File: config.mk
export PLATFORM = sky130hd
export DESIGN_NAME = seg_scan_driver
export DESIGN_NICKNAME = d
export VERILOG_FILES = /design/src/rtl/seg_scan_driver.sv
export SDC_FILE = /design/constraint.sdc
export NUM_CORES = 1
export LEC_CHECK = 0
export CORE_ASPECT_RATIO = 1.75
export CORE_MARGIN = 5
export CORE_UTILIZATION = 40
export DETAILED_ROUTE_END_ITERATION = 16
export MAX_ROUTING_LAYER = met4
export PLACE_DENSITY_LB_ADDON = 0.25
export SLEW_MARGIN = 20
export SYNTH_ARGS = -nofsm -noshare
export SYNTH_HDL_FRONTEND = slang
export SYNTH_SLANG_ARGS = --single-unit
File: constraint.sdc
create_clock -name clk -period 4.7 [get_ports clk]
set_clock_uncertainty 0.15 [all_clocks]
set_input_delay 0.94 -clock clk [delete_from_list [all_inputs] [get_ports clk]]
set_output_delay 0.94 -clock clk [all_outputs]
set_load 0.01 [all_outputs]
File: src/rtl/seg_scan_driver.sv
// rtl/seg_scan_driver.sv - four-digit multiplexed seven-segment scan driver
//
// Purpose: scans four hex digits onto a common-anode 7-segment display. Each
// digit owns a slot of 2^SCAN_BITS cycles. The first BLANK_CYC cycles of every
// slot have all anodes off. New value/dp data is staged in a pending register.
// It is promoted to the display register only at a frame boundary, so a frame
// never shows a mix of old and new digits.
//
// Parameters:
//   SCAN_BITS  width of the per-digit slot counter (slot = 2^SCAN_BITS cycles, >= 2)
//   BLANK_CYC  anti-ghosting blank cycles at the start of each slot
//
// Ports:
//   clk    in   system clock, rising edge
//   rst    in   synchronous active-high reset
//   value  in   16 bits, four hex nibbles, value[3:0] = digit 0 (rightmost)
//   dp     in   4 bits, decimal point per digit, 1 = lit
//   load   in   single-cycle strobe capturing value/dp
//   ack    out  one-cycle pulse after captured data becomes displayed data
//   frame  out  one-cycle pulse on the last cycle of each digit-3 slot
//   seg    out  active-low cathodes {dp,g,f,e,d,c,b,a}
//   an     out  active-low anodes, an[i] enables digit i
//
// Optional feature: define SEG_BLANK_LZ_EN to blank leading-zero digits 1..3.

module seg_scan_driver #(
  parameter int SCAN_BITS = 17,
  parameter int BLANK_CYC = 1024
) (
  input  logic        clk,
  input  logic        rst,
  input  logic [15:0] value,
  input  logic [3:0]  dp,
  input  logic        load,
  output logic        ack,
  output logic        frame,
  output logic [7:0]  seg,
  output logic [3:0]  an
);

  localparam logic [SCAN_BITS-1:0] CNT_LAST  = {SCAN_BITS{1'b1}};
  localparam logic [SCAN_BITS-1:0] CNT_PRE   = {{(SCAN_BITS-1){1'b1}}, 1'b0};
  localparam logic [SCAN_BITS-1:0] BLANK_LIM = SCAN_BITS'(BLANK_CYC);

  logic [SCAN_BITS-1:0] cnt_q, cnt_d;
  logic [1:0]           dig_q, dig_d;
  logic [15:0]          disp_val_q, pend_val_q;
  logic [3:0]           disp_dp_q, pend_dp_q;
  logic                 pend_q;
  logic                 ack_q, frame_q;
  logic [7:0]           seg_q, seg_d;
  logic [3:0]           an_q, an_d;
  logic [3:0]           nib;
  logic                 lz_blank;

  function automatic logic [6:0] hex7(input logic [3:0] n);
    case (n)
      4'h0:    hex7 = 7'h40;
      4'h1:    hex7 = 7'h79;
      4'h2:    hex7 = 7'h24;
      4'h3:    hex7 = 7'h30;
      4'h4:    hex7 = 7'h19;
      4'h5:    hex7 = 7'h12;
      4'h6:    hex7 = 7'h02;
      4'h7:    hex7 = 7'h78;
      4'h8:    hex7 = 7'h00;
      4'h9:    hex7 = 7'h10;
      4'hA:    hex7 = 7'h08;
      4'hB:    hex7 = 7'h03;
      4'hC:    hex7 = 7'h46;
      4'hD:    hex7 = 7'h21;
      4'hE:    hex7 = 7'h06;
      default: hex7 = 7'h0E;
    endcase
  endfunction

  always_comb begin
    cnt_d    = cnt_q + 1'b1;
    dig_d    = (cnt_q == CNT_LAST) ? dig_q + 2'd1 : dig_q;
    nib      = disp_val_q[{dig_q, 2'b00} +: 4];
    lz_blank = 1'b0;
`ifdef SEG_BLANK_LZ_EN
    // A digit is dark when it and every digit to its left are zero without a dp.
    case (dig_q)
      2'd1:    lz_blank = (disp_val_q[15:4]  == 12'd0) && !disp_dp_q[1];
      2'd2:    lz_blank = (disp_val_q[15:8]  == 8'd0)  && !disp_dp_q[2];
      2'd3:    lz_blank = (disp_val_q[15:12] == 4'd0)  && !disp_dp_q[3];
      default: lz_blank = 1'b0;
    endcase
`endif
    if ((cnt_q < BLANK_LIM) || lz_blank) begin
      an_d  = 4'hF;
      seg_d = 8'hFF;
    end else begin
      an_d  = ~(4'b0001 << dig_q);
      seg_d = {~disp_dp_q[dig_q], hex7(nib)};
    end
  end

  always_ff @(posedge clk) begin
    if (rst) begin
      cnt_q      <= '0;
      dig_q      <= 2'd0;
      disp_val_q <= 16'd0;
      disp_dp_q  <= 4'd0;
      pend_val_q <= 16'd0;
      pend_dp_q  <= 4'd0;
      pend_q     <= 1'b0;
      ack_q      <= 1'b0;
      frame_q    <= 1'b0;
      seg_q      <= 8'hFF;
      an_q       <= 4'hF;
    end else begin
      cnt_q   <= cnt_d;
      dig_q   <= dig_d;
      seg_q   <= seg_d;
      an_q    <= an_d;
      // Raised one cycle early so frame_q is high exactly in the last digit-3 cycle.
      frame_q <= (dig_q == 2'd3) && (cnt_q == CNT_PRE);
      ack_q   <= 1'b0;
      if (frame_q) begin
        // Boundary: a coincident load bypasses the pending register.
        if (load) begin
          disp_val_q <= value;
          disp_dp_q  <= dp;
          ack_q      <= 1'b1;
        end else if (pend_q) begin
          disp_val_q <= pend_val_q;
          disp_dp_q  <= pend_dp_q;
          ack_q      <= 1'b1;
        end
        pend_q <= 1'b0;
      end else if (load) begin
        pend_val_q <= value;
        pend_dp_q  <= dp;
        pend_q     <= 1'b1;
      end
    end
  end

  assign ack   = ack_q;
  assign frame = frame_q;
  assign seg   = seg_q;
  assign an    = an_q;

endmodule

==> metrics.csv <==
stage,metric,value,unit
logic_synthesis,Yosys reg bits,74,
status,outcome,"finished, final reports clean",
setup_path,Crit path largest cell delay,450,ps
global_route,antenna violations before repair,0,
setup_path,crit path cell chain,clkdlybuf4s50_1 > buf_4 > nor2_1 > nor2b_2 > buf_4 > nor2_1 > a211oi_1,
pwr,Overall Power,1360,uW
timing,max-slew violation count,0,
cts,CTS root buffer,clkbuf_16,
setup_path,"Req. time, crit path",4790,ps
detailed_routing,number of remaining DRC errors,0,
logic_synthesis,Syn Inst Count,346,
logic_synthesis,Synth Cell Area,3190,um2
timing,Slew @ Worst Pin,907,ps
detailed_routing,initial DRC count,108,
cts,"Setup Fix Bufs, Post-CTS",0,
setup_path,CP endpoint kind,flip-flop,
cts,# resized after CTS,0,
layout,ANT cells,0,
cts,CTS sink cnt,74,
timing,Setup Viol. Count Final,0,
detailed_routing,final wirelength,6130,um
floorplanning,Starting Density,40.6,%
floorplanning,die width,77.5,um
pwr,Worst VDD drop,0.232,mV
logic_synthesis,Synth Net Count,382,
logic_synthesis,synth unique cells,37,
detailed_routing,first drt pass iteration count,4,
setup_path,CP max stage cell,clkdlybuf4s50_1,
detailed_routing,vias,2403,
global_route,Tot GR Track Use,13.5,%
setup_path,critical path type,in -> reg,
placement,Detailed Place HPWL,4350,um
global_route,number of global-route vias before repair,2294,
pwr,Power per Cell Area,353,nW/um2
timing,fmax,398,MHz
timing,setup TNS,0,ps
min_path,worst min-delay path class,reg -> reg,
logic_synthesis,asr flop ratio synth,0,%
floorplanning,Core ar.,7860,um2
min_path,hold path startpoint,pend_val_q[10]$_SDFFE_PP0P_,
run,Maximum Capacitance Violations,0,
setup_path,"delay-heaviest family, CP",buffers and inverters,
placement,GPL Wtd Cong,0.751,
cts,CTS buffer count,9,
detailed_routing,wire length per cell,13.1,um
floorplanning,row count,43,
timing,min cycle time layout,2510,ps
setup_path,CP startpoint kind,input pin,
cts,CTS H-Tree Depth,3,
setup_path,CP Buf/Inv Count,3,
min_path,WHS Path Cells,2,
setup_path,worst-path maximum fanout,41,
setup_path,FF-to-FF Start,dig_q[0]$_SDFFE_PP0N_,
cts,Hold Buf Count CTS,0,
layout,"most common cell after layout, fill and taps aside",dfxtp_1,
logic_synthesis,Synth Flop Type,dfxtp_1,
placement,IO buf count,36,
floorplanning,die area,9920,um2
logic_synthesis,Post-synth EDFFs,0,
detailed_routing,vias per cell,5.13,
global_route,largest net degree at the start of global routing,63,
timing,RSZ-0062 raised after global routing,false,
floorplanning,io pins,37,
detailed_routing,antenna-violating nets left,0,
setup_path,reg2reg path depth,5,
timing,post-route clock period utilization,53.4,%
setup_path,reg-to-reg endpoint,seg[1]$_SDFF_PP1_,
floorplanning,die height,128,um
timing,worst relative slew slack,39.5,%
cts,Clock Latency Late Sink,330,ps
cts,Clock Tree Buf Depth,2,
global_route,global-route wire length before repair,10300,um
layout,final net count,409,
layout,most frequent cells in the layout,"dfxtp_1 (74), nand2_1 (53), nor2_1 (38)",
timing,Final Hold Viols,0,
setup_path,Critical Path AT,2610,ps
logic_synthesis,Synth Warn #,0,
layout,layout cells sized above 1,6.08,%
min_path,Worst Hold Endpoint,pend_val_q[10]$_SDFFE_PP0P_,
setup_path,R2R setup slack,2310,ps
cts,CTS clock-pin slew for the worst setup and hold paths,50,ps
pwr,Leak,0.00141,uW
global_route,grt total ovfl,0,
cts,CTS tree,done,
logic_synthesis,sequential element share of the synthesized area,46.5,%
logic_synthesis,Syn Area/Cell,9.21,um2
layout,area delta synth->final,21.2,%
## cell usage after synthesis (2+ instances only)
| master | count | area share (%) |
|---|---|---|
| inv_1 | 10 | 1.2 |
| nor3_1 | 5 | 0.79 |
| buf_6 | 2 | 0.71 |
| nand3_1 | 7 | 1.1 |
| nor2_1 | 38 | 4.5 |
| nand2_1 | 53 | 6.2 |
| a21oi_1 | 27 | 4.2 |
| nand2b_1 | 2 | 0.39 |
| buf_2 | 2 | 0.31 |
| xor2_1 | 6 | 1.6 |
| nand4_1 | 3 | 0.59 |
| o31ai_1 | 2 | 0.47 |
| xnor2_1 | 6 | 1.6 |
| mux4_1 | 3 | 2.5 |
| nor2b_1 | 4 | 0.79 |
| mux4_2 | 2 | 1.4 |
| mux2i_1 | 24 | 7.5 |
| clkbuf_1 | 19 | 2.2 |
| o221ai_1 | 4 | 1.1 |
| or4_1 | 2 | 0.47 |
| dfxtp_1 | 74 | 47 |
| ha_1 | 13 | 5.1 |
| a211oi_1 | 20 | 4.7 |
| o211ai_1 | 2 | 0.47 |
| and4_1 | 2 | 0.55 |
| nor4_1 | 3 | 0.59 |
## layout make-up
cell class	count	area [um2]
Clock inverter	2	10.0
Inverter	10	37.5
Timing Repair Buffer	40	385
Sequential cell	74	1480
Multi-Input combinational cell	238	1560
Clock buffer	14	274
Tap cell	90	113
Fill cell	743	3990
## worst max path at each step
stage                     startpoint                          to  slack, ps  cells past startpoint
final                           load   disp_dp_q[1]$_SDFFE_PP0P_       2190                      7
after global routing            load  disp_val_q[1]$_SDFFE_PP0P_       1980                      7
after CTS                       load   disp_dp_q[1]$_SDFFE_PP0P_       2150                      7
after detailed placement        load  disp_val_q[9]$_SDFFE_PP0P_       1810                      7
after global placement          load  pend_val_q[3]$_SDFFE_PP0P_       1900                      5
after floorplan                 load  disp_val_q[8]$_SDFFE_PP0P_       2550                      7
## flip-flops by register name (all words and copies together), names as in the netlist, 2 cells and up
signal and count:
pend_val_q 16, disp_dp_q 4, disp_val_q 16, seg 8
an 4, dig_q 2, pend_dp_q 4, cnt_q 17
## power breakdown
group,leakage (uW),switching [uW],internal (uW)
logic,0.000667,35.6,33.8
registers,0.000601,6.78,640
clock network,0.000143,249,399
total,0.00141,291,1070
## tightest hold or removal path, stage by stage (launching register included)
cell and delay (ps):
dfxtp_1 300, nand2_1 50, a21oi_1 50
## metal layers
metal  global-route usage [%]  wire length [um]
met1                     13.9              2470
met4                     6.68               148
met5                        -                 0
met2                     23.0              3240
met3                     3.94               266
## kinds of logic (layout without fill, tap and decap cells)
family | after synthesis | in the layout | share of synthesized area [%]
and+or+nand+nor | 125 | 125 | 17.3
DFF | 74 | 74 | 46.5
AOI/OAI and AO/OA | 59 | 59 | 11.8
buffers and inverters | 34 | 66 | 4.56
muxes | 29 | 29 | 11.4
adders and majority gates | 13 | 13 | 5.11
xor gates and xnor gates | 12 | 12 | 3.30
## through the flow
stage               util, %  setup slack (ps)  hold slack, ps  cell area (um2)  std cells
floorplan                 -              2550             286             3190        346
global placement       45.6              1900             290             3580        452
detailed placement     45.6              1810             296             3580        452
CTS                    49.2              2150             303             3860        468
global route           49.2              1980             316             3860        468
finish                 49.2              2190             301             3860        468
Power figures use the tool's default switching activity.
